<file path="src/rtl/gfx_arb_pkg.sv">
// Shared definitions for the frame-buffer memory arbiter.
// Holds the arbiter state encoding, requester indices, the read/write opcode
// values and small helpers used by the arbiter and its winner picker.
package gfx_arb_pkg;

  localparam int NUM_REQ = 3;

  typedef enum logic {
    ARB_IDLE = 1'b0,
    ARB_OWN  = 1'b1
  } arb_state_t;

  typedef logic [1:0] req_idx_t;

  localparam req_idx_t REQ_DISP = 2'd0;
  localparam req_idx_t REQ_FILL = 2'd1;
  localparam req_idx_t REQ_LINE = 2'd2;

  localparam logic OP_WRITE = 1'b0;
  localparam logic OP_READ  = 1'b1;

  // One-hot grant vector for a requester index.
  function automatic logic [NUM_REQ-1:0] req_onehot(input req_idx_t idx);
    logic [NUM_REQ-1:0] v;
    v = '0;
    case (idx)
      REQ_DISP: v[0] = 1'b1;
      REQ_FILL: v[1] = 1'b1;
      REQ_LINE: v[2] = 1'b1;
      default:  v = '0;
    endcase
    return v;
  endfunction

  // Burst counter width; a counter of at least one bit even for MAX_BURST = 1.
  function automatic int cnt_width(input int max_burst);
    return (max_burst > 1) ? $clog2(max_burst) : 1;
  endfunction

endpackage

</file>
<file path="src/rtl/arb_winner_pick.sv">
// Combinational winner selection for the frame-buffer arbiter.
// Ports:
//   rts       - ready-to-send from the three requesters
//   last_draw - drawing requester (1 or 2) that won the previous drawing grant
//   winner    - index of the requester that gets the next grant
//   valid     - at least one requester is asking
// Display (0) always wins; the two drawing engines alternate when both ask.
module arb_winner_pick
  import gfx_arb_pkg::*;
(
  input  logic [NUM_REQ-1:0] rts,
  input  req_idx_t           last_draw,
  output req_idx_t           winner,
  output logic               valid
);

  req_idx_t other_draw;

  assign other_draw = (last_draw == REQ_FILL) ? REQ_LINE : REQ_FILL;
  assign valid      = |rts;

  always_comb begin
    winner = REQ_DISP;
    if (rts[REQ_DISP]) begin
      winner = REQ_DISP;
    end else if (rts[REQ_FILL] && rts[REQ_LINE]) begin
      winner = other_draw;
    end else if (rts[REQ_FILL]) begin
      winner = REQ_FILL;
    end else if (rts[REQ_LINE]) begin
      winner = REQ_LINE;
    end
  end

endmodule

</file>
<file path="src/rtl/fb_mem_arbiter.sv">
// Frame-buffer memory arbiter.
// Shares one frame-buffer RAM port between display refresh (requester 0,
// fixed top priority) and the fill-rect / line drawing engines (requesters
// 1 and 2, round-robin), using the rts/rtr/xfc handshake.
// Ports:
//   clk, rst            - clock, synchronous active-high reset
//   req_rts / req_rtr   - per-requester ready-to-send / grant
//   req_op              - per-requester 0 = write, 1 = read
//   req_wben            - 4 byte enables per requester
//   req_addr / req_data - packed per-requester address and write data
//   req_rdata           - shared read data (pass-through of mem_rdata)
//   req_rd_vld          - one-cycle pulse marking req_rdata for requester n
//   mem_*               - frame-buffer RAM port; mem_rdata valid 1 cycle after a read
//
// state    | meaning
// ARB_IDLE | no grant; picks a winner from req_rts for the next cycle
// ARB_OWN  | owner holds the port; transfers on every cycle its rts is set
module fb_mem_arbiter
  import gfx_arb_pkg::*;
#(
  parameter int ADDR_W    = 16,
  parameter int DATA_W    = 32,
  parameter int MAX_BURST = 16
) (
  input  logic                        clk,
  input  logic                        rst,
  input  logic [NUM_REQ-1:0]          req_rts,
  output logic [NUM_REQ-1:0]          req_rtr,
  input  logic [NUM_REQ-1:0]          req_op,
  input  logic [4*NUM_REQ-1:0]        req_wben,
  input  logic [ADDR_W*NUM_REQ-1:0]   req_addr,
  input  logic [DATA_W*NUM_REQ-1:0]   req_data,
  output logic [DATA_W-1:0]           req_rdata,
  output logic [NUM_REQ-1:0]          req_rd_vld,
  output logic                        mem_en,
  output logic [3:0]                  mem_we,
  output logic [ADDR_W-1:0]           mem_addr,
  output logic [DATA_W-1:0]           mem_wdata,
  input  logic [DATA_W-1:0]           mem_rdata
);

  localparam int             CNT_W    = cnt_width(MAX_BURST);
  localparam logic [CNT_W-1:0] CNT_LAST = CNT_W'(MAX_BURST - 1);

  arb_state_t         state;
  req_idx_t           owner;
  req_idx_t           last_draw;
  logic [CNT_W-1:0]   burst_cnt;
  logic [NUM_REQ-1:0] rd_pend;

  req_idx_t           pick_idx;
  logic               pick_vld;

  logic               own_rts;
  logic               own_op;
  logic [3:0]         own_wben;
  logic [ADDR_W-1:0]  own_addr;
  logic [DATA_W-1:0]  own_data;

  logic               active;
  logic               xfc;
  logic               release_now;

  arb_winner_pick u_pick (
    .rts       (req_rts),
    .last_draw (last_draw),
    .winner    (pick_idx),
    .valid     (pick_vld)
  );

  // Owner's request lanes.
  always_comb begin
    own_rts  = 1'b0;
    own_op   = OP_WRITE;
    own_wben = '0;
    own_addr = '0;
    own_data = '0;
    case (owner)
      REQ_DISP: begin
        own_rts  = req_rts[0];
        own_op   = req_op[0];
        own_wben = req_wben[3:0];
        own_addr = req_addr[0*ADDR_W +: ADDR_W];
        own_data = req_data[0*DATA_W +: DATA_W];
      end
      REQ_FILL: begin
        own_rts  = req_rts[1];
        own_op   = req_op[1];
        own_wben = req_wben[7:4];
        own_addr = req_addr[1*ADDR_W +: ADDR_W];
        own_data = req_data[1*DATA_W +: DATA_W];
      end
      REQ_LINE: begin
        own_rts  = req_rts[2];
        own_op   = req_op[2];
        own_wben = req_wben[11:8];
        own_addr = req_addr[2*ADDR_W +: ADDR_W];
        own_data = req_data[2*DATA_W +: DATA_W];
      end
      default: begin
        own_rts  = 1'b0;
      end
    endcase
  end

  // Outputs are held quiet while rst is high so a reset mid-burst never
  // leaks a strobe or grant in the reset cycle.
  assign active = (state == ARB_OWN) && !rst;
  assign xfc    = active && own_rts;

  assign req_rtr   = active ? req_onehot(owner) : '0;
  assign mem_en    = xfc;
  assign mem_we    = (xfc && (own_op == OP_WRITE)) ? own_wben : 4'h0;
  assign mem_addr  = xfc ? own_addr : '0;
  assign mem_wdata = xfc ? own_data : '0;

  assign req_rd_vld = rd_pend;
  assign req_rdata  = mem_rdata;

  // Display preemption releases even when the drawing owner transfers this
  // cycle; that transfer still completes because xfc is combinational.
  assign release_now = !own_rts
                    || (xfc && (burst_cnt == CNT_LAST))
                    || ((owner != REQ_DISP) && req_rts[REQ_DISP]);

  always_ff @(posedge clk) begin
    if (rst) begin
      state     <= ARB_IDLE;
      owner     <= REQ_DISP;
      last_draw <= REQ_LINE;
      burst_cnt <= '0;
      rd_pend   <= '0;
    end else begin
      rd_pend <= (xfc && (own_op == OP_READ)) ? req_onehot(owner) : '0;
      case (state)
        ARB_IDLE: begin
          if (pick_vld) begin
            state     <= ARB_OWN;
            owner     <= pick_idx;
            burst_cnt <= '0;
            if (pick_idx != REQ_DISP) begin
              last_draw <= pick_idx;
            end
          end
        end
        ARB_OWN: begin
          if (xfc) begin
            burst_cnt <= burst_cnt + 1'b1;
          end
          if (release_now) begin
            state <= ARB_IDLE;
          end
        end
        default: begin
          state <= ARB_IDLE;
        end
      endcase
    end
  end

endmodule

</file>
<file path="config.mk">
export PLATFORM = sky130hd
export DESIGN_NAME = fb_mem_arbiter
export DESIGN_NICKNAME = d
export VERILOG_FILES = /design/src/rtl/gfx_arb_pkg.sv /design/src/rtl/arb_winner_pick.sv /design/src/rtl/fb_mem_arbiter.sv
export SDC_FILE = /design/constraint.sdc
export NUM_CORES = 1
export LEC_CHECK = 0
export BUFFER_PORTS_ARGS = -buffer_cell sky130_fd_sc_hd__buf_2
export CAP_MARGIN = 5
export CORE_AREA = 10 10 103 105
export DETAILED_ROUTE_END_ITERATION = 10
export DIE_AREA = 0 0 113 115
export PLACE_DENSITY = 0.75
export SYNTH_ARGS = -nofsm -noshare
export SYNTH_HDL_FRONTEND = slang
export SYNTH_SLANG_ARGS = --single-unit
</file>
<file path="constraint.sdc">
create_clock -name clk -period 1.75 [get_ports clk]
set_input_delay 0.0875 -clock clk [delete_from_list [all_inputs] [get_ports clk]]
set_output_delay 0.0875 -clock clk [all_outputs]
set_load 0.1 [all_outputs]
</file>
======== Word level (Yosys, flattened, before mapping) ========
Index checks and enable logic that the tools add are counted.
storage, ports and cells
  bits in registers ....................... 12
operators by class
  mux-type cells .......................... 23
  bitwise operators ....................... 3
  $add $sub $neg .......................... 1
  reduce and logical (&&, ||, !) cells .... 19
  eq/ne operators ......................... 6
operators with widths
  operator             count
  $pmux 32 s3          1
  $pmux 16 s3          1
  $mux 32              1
  $mux 16              1
  $mux 4               3
  $pmux 4 s3           1
  $mux 2               5
  $pmux 4 s2           1
  $logic_and 1x1->1    7
  $pmux 1 s3           2
  $mux 1               5
  $add 4x1->4 const B  1
  $eq 2x1->1 const B   2
  $eq 4x4->1 const B   1
  $reduce_and 2->1     2
  $reduce_bool 2->1    2
  $mux 3               1
  $not 1->1            3
  $reduce_and 3->1     1
  $reduce_or 3->1      1
  $eq 2x2->1 const B   1
  $logic_not 1->1      2
  $logic_not 2->1      1
  $logic_or 1x1->1     2
  other kinds (4)      4

======== Logic depth before layout (Yosys ltp) ========
Gate-level depths: netlist (run 1).
  depth after elaboration ................. 8
  depth in mapped cells ................... 7
  depth with buffers taken out ............ 5

======== Cells and area by module ========
A second synthesis (run 1) with hierarchy kept.
unflattened totals
  cells, all modules ...................... 337
  area, all modules ....................... 2144.6 um2
by module, submodules not included
  module           cells each  instances  area each (um2)
  fb_mem_arbiter   330         1          2104.5
  arb_winner_pick  7           1          40.0

======== Worst setup path after synthesis (run 1) ========
Ideal clock, no wire load.
  kind .................................... reg-to-reg
  start point ............................. reg owner[0]
  end point ............................... reg rd_pend[1] (netlist: req_rd_vld[1])
  stages on the path, launching flop included .. 5
  data required time ...................... 1.679 ns
  slack ................................... -1.528 ns
  setup time .............................. 0.071 ns
  arrival time ............................ 3.207 ns
  clock period less this slack ............ 3.278 ns
  cell sequence ........................... dfxtp_1 > buf_4 > buf_2 > nor3b_1 > and3_1
on the way
  word-level cells in the longest chain between the ends .. 6
  elaborated cells between the ends (all ways) .. 10
  those cells by class .................... eq/ne (2); mux (3); bitwise (1); reduce/logical (4)
ends and longest elaborated chain
  item                                      line                   text
  from (decl)                               fb_mem_arbiter.sv:46   req_idx_t owner;
  from (signal assigned)                    fb_mem_arbiter.sv:139  owner <= pick_idx;
  $eq 2x2->1, or another cell as far along  fb_mem_arbiter.sv:78   case (owner)
  $pmux 1 s3                                fb_mem_arbiter.sv:78
  $logic_and 1x1->1                         fb_mem_arbiter.sv:109  assign xfc = active && own_rts;
  $logic_and 1x1->1                         fb_mem_arbiter.sv:134  rd_pend <= (xfc && (own_op == OP_READ)) ? req_onehot(owner) : '0;
  $not 1->1 (no line)                       -
  $reduce_or 2->1 (no line)                 -
  to (signal assigned)                      fb_mem_arbiter.sv:134
  to (decl)                                 fb_mem_arbiter.sv:49   logic [NUM_REQ-1:0] rd_pend;
Parallel ways exist; a longest one is shown, timed or not.
A chain may end at the register's enable or synchronous reset.

======== Worst setup path in the final report (run 1) ========
  start point ............................. reg owner[0]
  end point ............................... out mem_we[0]
on the way
  word-level cells in the longest chain between the ends .. 5
  elaborated cells between the ends (all ways) .. 10
  those cells by class .................... eq/ne (2); mux (4); bitwise (1); reduce/logical (3)
ends and longest elaborated chain
  item                                                   line                                          text
  $eq 2x2->1, or another cell as far along               fb_mem_arbiter.sv:78
  $pmux 1 s3                                             fb_mem_arbiter.sv:78
  $logic_and 1x1->1 / $not 1->1 (equally long branches)  fb_mem_arbiter.sv:109, fb_mem_arbiter.sv:113
  $logic_and 1x1->1                                      fb_mem_arbiter.sv:113                         assign mem_we = (xfc && (own_op == OP_WRITE)) ? own_wben : 4'h0;
  $mux 4 *                                               fb_mem_arbiter.sv:113
  to (decl)                                              fb_mem_arbiter.sv:36                          output logic [3:0] mem_we,
Mark *: on every way between the ends. The rest lies on a longest branch, timed or not.

==> results of run 1 <==
[repair_timing]
item	in CTS	in global routing
setup buffers	1	4
cloned	3	1
setup endpoints to repair	53	53
gates resized for setup	5	19
pin swaps	3	4
[worst max-delay path, stage by stage, from the launching register on]
cell and delay, ns:
dfxtp_4 0.37, mux2i_2 0.16, o21a_1 0.18, or2_4 0.33, buf_16 0.19, nor3_4 0.16
buf_12 0.20
[through the flow]
stage          hold slack, ns  setup TNS [ns]  instances  instance area, µm²
2_1_floorplan           0.233           -9.83        335                2600
3_3_place_gp            0.176               0        618                4460
3_5_place_dp            0.176               0        618                4460
4_1_cts                 0.109           -9.93        626                4620
5_1_grt                 0.124          -10.37        630                4730
6_report                0.117           -7.07        630                4730
[cell type report]
| type | instances | area (µm²) | area share |
|---|---|---|---|
| Timing Repair Buffer | 242 | 2260 | 0.478 |
| Multi-Input combinational cell | 262 | 2020 | 0.428 |
| Sequential cell | 12 | 245 | 0.0518 |
| Tap cell | 108 | 135 | 0.0286 |
| Clock buffer | 4 | 55.1 | 0.0116 |
| Inverter | 2 | 11.3 | 0.00238 |
[routing by layer]
metal  track usage  part of all wire  vias to the layer above
met5             0                 0                        -
met4        0.0550             0.030                        0
met3        0.0958              0.14                       30
met2         0.293              0.51                      212
met1         0.151              0.32                     1388
li1              -                 -                     1480
[power breakdown]
part / total [mW] / leakage (nW) / switching [mW] / internal [mW]
clock: 0.313 / 0.0288 / 0.114 / 0.199
combinational: 1.27 / 1.86 / 0.761 / 0.513
sequential: 0.295 / 0.0989 / 0.0116 / 0.284
total: 1.88 / 1.99 / 0.886 / 0.996
[worst paths after layout]
path	cells past startpoint	to	slack [ns]
setup / recovery	6	mem_we[0]	-0.18
hold / removal	2	req_rd_vld[2]$_SDFF_PP0_	0.12
setup reg to reg	7	burst_cnt[2]$_SDFFE_PP0P_	0.09
hold reg to reg	2	burst_cnt[3]$_SDFFE_PP0P_	0.49
[logic make-up (layout without fill, tap and decap cells)]
logic type,after synthesis,count (layout)
buf+inv,61,248
mux,55,55
fa+ha+maj,1,1
compound gates,69,69
simple gates,137,137
flops,12,12
[flip-flops by register name, summed over array words and instances (netlist names)]
| name | count |
|---|---|
| state | 1 |
| burst_cnt | 4 |
| last_draw | 2 |
| req_rd_vld | 3 |
| owner | 2 |
[cell usage in the layout, fill, tap and decap left out, types with 2 or more instances in the layout]
master / Yosys / layout
and3_1: 4 / 4
dfxtp_1: 12 / 10
buf_4: 33 / 10
nor3b_4: 0 / 2
a21oi_1: 57 / 42
or3_1: 4 / 4
nand2_1: 9 / 9
nand2b_1: 3 / 2
nor2_4: 0 / 48
buf_16: 0 / 5
a21oi_2: 0 / 15
o21ai_0: 4 / 3
o211ai_1: 2 / 2
nor3_4: 0 / 5
nand3_1: 2 / 2
nand3b_1: 2 / 2
clkbuf_8: 0 / 4
nor2_1: 102 / 54
buf_2: 12 / 166
buf_12: 0 / 59
mux2i_1: 54 / 53
==> impl_metrics.tcl, run 1 <==
set metrics [dict create \
    outcome "finished with violations" \
    violations "setup timing" \
    regToRegStartpoint "owner[0]$_SDFFE_PP0P_" \
    core_um2 8550 \
    yosys-top-cells-count "102 x nor2_1, 57 x a21oi_1, 54 x mux2i_1, 33 x buf_4" \
    cts_inserted_buffers 3 \
    synth.area.mux_share 0.258 \
    nFillCells 719 \
    synth_area_leader_cell "mux2i_1" \
    vias 3110 \
    fin_ws_ns -0.183 \
    min_period_over_period 1.10 \
    portBuffers 222 \
    synth_edf_count 0 \
    path_clk_slew_ns 0.06 \
    hpwl_um 9980 \
    clk_path_buf_depth 2 \
    drv_slew 0 \
    finalSetupViolCount 53 \
    dieArea_um2 13000 \
    yosys-top-cells-area "mux2i_1 25%, nor2_1 18%, a21oi_1 13%" \
    ys_warn_count 0 \
    rows 34 \
    root_buffer "clkbuf_8" \
    hp-class "input pin to register" \
    power_leakage_nw 1.99 \
    area.growth.synth_to_final_pct 121 \
    synth_adder_area_share 0.00585 \
    grt_pass1_wl_um 17600 \
    synth-seq-cells 12 \
    crit_type "register to output pin" \
    max_freq_ghz 0.517 \
    cp.required_ns 1.66 \
    synthMostInstantiatedCell "nor2_1" \
    wirelength_um 12200 \
    drt-initial-drc-count 154 \
    first_pass_iters 4 \
    cts_tree "yes" \
    ir_worst_vdd_v 0.000236 \
    die_w_um 113 \
    die_y_um 115 \
    insertedDiodeCount 0 \
    vias_per_cell 4.94 \
    drc 0 \
    relSlewSlack 0.620 \
    grt_pass1_vias 3368 \
    grt_max_degree 41 \
    yosysTopAreaCellShare 0.253 \
    synth_nets 532 \
    ios 287 \
    async_flop_share 0 \
    clock_latency_ns 0.25 \
    startpoint "owner[0]$_SDFFE_PP0P_" \
    fin_worst_skew_ns 0.00207 \
    cts_hold_buf 0 \
    maxCapViolCount 0 \
    final_nets 720 \
    critPathMaxFanout 7 \
    cp-start-kind "register" \
    rsz0062_at_grt "true" \
    worst_setup_path_end_kind "output pin" \
    min_period_ns 1.93 \
    hold_viol 0 \
    gr-total-overflow 0 \
    antenna_found_initial 0 \
    start_util 0.250 \
    wire_per_inst_um 19.4 \
    yosysSeqAreaShare 0.112 \
    synth_top_family_by_area "simple AND/OR/NAND/NOR gates" \
    cts.htree.levels 1 \
    worstPathArrival_ns 1.85 \
    place_congestion 0.866 \
    hold_start "req_op[2]" \
    synth_flop_cell "dfxtp_1" \
    p_total_mw 1.88 \
    powerDensity_nw_per_um2 398 \
    clock-sinks 12 \
    synth_compound_area_frac 0.172 \
    grt_use_total 0.163 \
    place_worst_setup_slack_ns 0.0307 \
    worst_pin_slew_ns 0.570 \
    postRouteAntennaNets 0 \
    drive_above_1_share 0.623 \
    postLayoutCoreUtil 0.553 \
    synth-xor-area-share 0 \
    yosys.area_share.simple 0.272 \
    avgSynthCellArea_um2 6.38 \
    synthCells 335 \
    synth_area_um2 2140 \
    ys_types 32 \
]
(Power assumes the default switching activity.)
==> run 2: changes to the inputs <==
--- a/config.mk
+++ b/config.mk
@@ -10,6 +10,7 @@
 export CORE_AREA = 10 10 103 105
 export DETAILED_ROUTE_END_ITERATION = 10
 export DIE_AREA = 0 0 113 115
+export HOLD_SLACK_MARGIN = 0.15
 export PLACE_DENSITY = 0.75
 export SYNTH_ARGS = -nofsm -noshare
 export SYNTH_HDL_FRONTEND = slang
==> run 2 against run 1 <==
The run still ends with setup timing left; combinational power about the same; count of clock-buffer cells in the layout unchanged; clock power about the same; total power increased by 0.48%; largest power group unchanged; highest routed layer unchanged.
==> impl_metrics.tcl, run 2 (synthesis results as in run 1) <==
set metrics [dict create \
    portBuffers 222 \
    drive_above_1_share 0.618 \
    ir_worst_vdd_v 0.000238 \
    crit_chain "mux2i_2 -> o21a_1 -> or2_4 -> buf_16 -> nor3_4 -> buf_12" \
    grt_max_degree 41 \
    clk_path_buf_depth 2 \
    mostFrequentLayoutCell "buf_2" \
    worstPathArrival_ns 1.85 \
    insertedDiodeCount 0 \
    comb_power_share 0.678 \
    cp.required_ns 1.66 \
    area.growth.synth_to_final_pct 123 \
    dieArea_um2 13000 \
    gr-total-overflow 0 \
    drc 0 \
    crit_path_top_delay_cell "dfxtp_4" \
    hp-class "input pin to output pin" \
    fin_worst_skew_ns 0.00142 \
    min_period_ns 1.94 \
    antenna_found_initial 0 \
    holdWs_ns 0.175 \
    die_w_um 113 \
    placed_area_um2 4460 \
    worst_setup_path_end_kind "output pin" \
    final_nets 724 \
    final.setup.tns_ns -7.20 \
    rows 34 \
    crit_path_max_incr_delay_ns 0.37 \
    path_clk_slew_ns 0.06 \
    rsz0062_at_grt "true" \
    p_clk_frac 0.166 \
    max_freq_ghz 0.517 \
    wirelength_um 12300 \
    cts_tree "yes" \
    drt-initial-drc-count 182 \
    cp-start-kind "register" \
    swShare 0.471 \
    violations "setup timing" \
    maxCapViolCount 0 \
    grt_use_total 0.164 \
    clock_latency_ns 0.25 \
    power_switching_uw 890 \
    power_leakage_nw 2.01 \
    hpwl_um 9980 \
    start_util 0.250 \
    p_int_mw 1.00 \
    finalSetupViolCount 54 \
    grt_pass1_vias 3403 \
    largest_reg_flops 4 \
    vias_per_cell 4.92 \
    core_um2 8550 \
    grt_pass1_wl_um 17700 \
    vias 3120 \
    powerDensity_nw_per_um2 396 \
    first_pass_iters 4 \
    crit_type "register to output pin" \
    hold_viol 0 \
    cts_inserted_buffers 3 \
    wire_per_inst_um 19.5 \
    ios 287 \
    place_congestion 0.866 \
    final_cell_mix "166 x buf_2, 59 x buf_12, 54 x nor2_1" \
    root_buffer "clkbuf_8" \
    seq_power_share 0.156 \
    outcome "finished with violations" \
    relSlewSlack 0.613 \
    clock-sinks 12 \
    critPathMaxFanout 7 \
    stdcell_area_um2 4770 \
    die_y_um 115 \
    top_register "burst_cnt" \
    worst_pin_slew_ns 0.580 \
    min_period_over_period 1.11 \
    postRouteAntennaNets 0 \
    cts.htree.levels 1 \
    drv_slew 0 \
    fin_ws_ns -0.186 \
]
-- run 2: stage by stage --
step                setup slack, ns   util  power, mW  cells
floorplan                    -0.341      -       1.38    335
CTS                          -0.241  0.545       1.87    630
finish                       -0.186  0.558       1.89    634
global placement             0.0620  0.522       1.48    618
global route                 -0.264  0.558       1.99    634
detailed placement           0.0307  0.522       1.51    618
-- run 2: worst paths after layout --
path	startpoint	endpoint	slack (ns)	cells after the start
max	owner[0]$_SDFFE_PP0P_	mem_we[0]	-0.19	6
min	mem_rdata[25]	req_rdata[25]	0.18	0
max reg2reg	owner[0]$_SDFFE_PP0P_	req_rd_vld[2]$_SDFF_PP0_	-0.05	5
min reg2reg	burst_cnt[3]$_SDFFE_PP0P_	burst_cnt[3]$_SDFFE_PP0P_	0.49	2
-- run 2: area by class of cell --
class                   count  area (µm²)
repair buffers            246        2300
clock buffers               4        55.1
well taps                 108         135
flip-flops and latches     12         245
fillers                   718        3780
multi-input cells         262        2020
inverters                   2        11.3
-- run 2: critical path: cells and delay by family, from the launching register on --
| kind | cells | cell delay [ns] |
|---|---|---|
| buffers and inverters | 2 | 0.39 |
| AND/OR/NAND/NOR | 2 | 0.49 |
| multiplexers | 1 | 0.16 |
| AO/OA/AOI/OAI | 1 | 0.19 |
| flip-flops | 1 | 0.37 |
-- run 2: power groups by stage --
stage                     Clock [mW]  Combinational (mW)  Sequential, mW
after global routing           0.334                1.36           0.297
final                          0.314                1.28           0.296
after CTS                      0.322                1.25           0.296
after floorplan                    0                1.08           0.304
after detailed placement           0                1.20           0.302
after global placement             0                1.18           0.300
-- run 2: routing by layer --
metal  share of wire  GRT usage
met3            0.14     0.0958
met4           0.027     0.0550
met2            0.51      0.297
met5               0          0
met1            0.32      0.152
-- run 2: repair_timing --
action,4_1_cts,5_1_grt
hold endpoints to repair,7,0
endpoints found under the setup margin,53,53
setup buffers,1,4
pin swaps,3,4
gates resized for setup,5,19
hold buffers,4,0
gates cloned,3,1
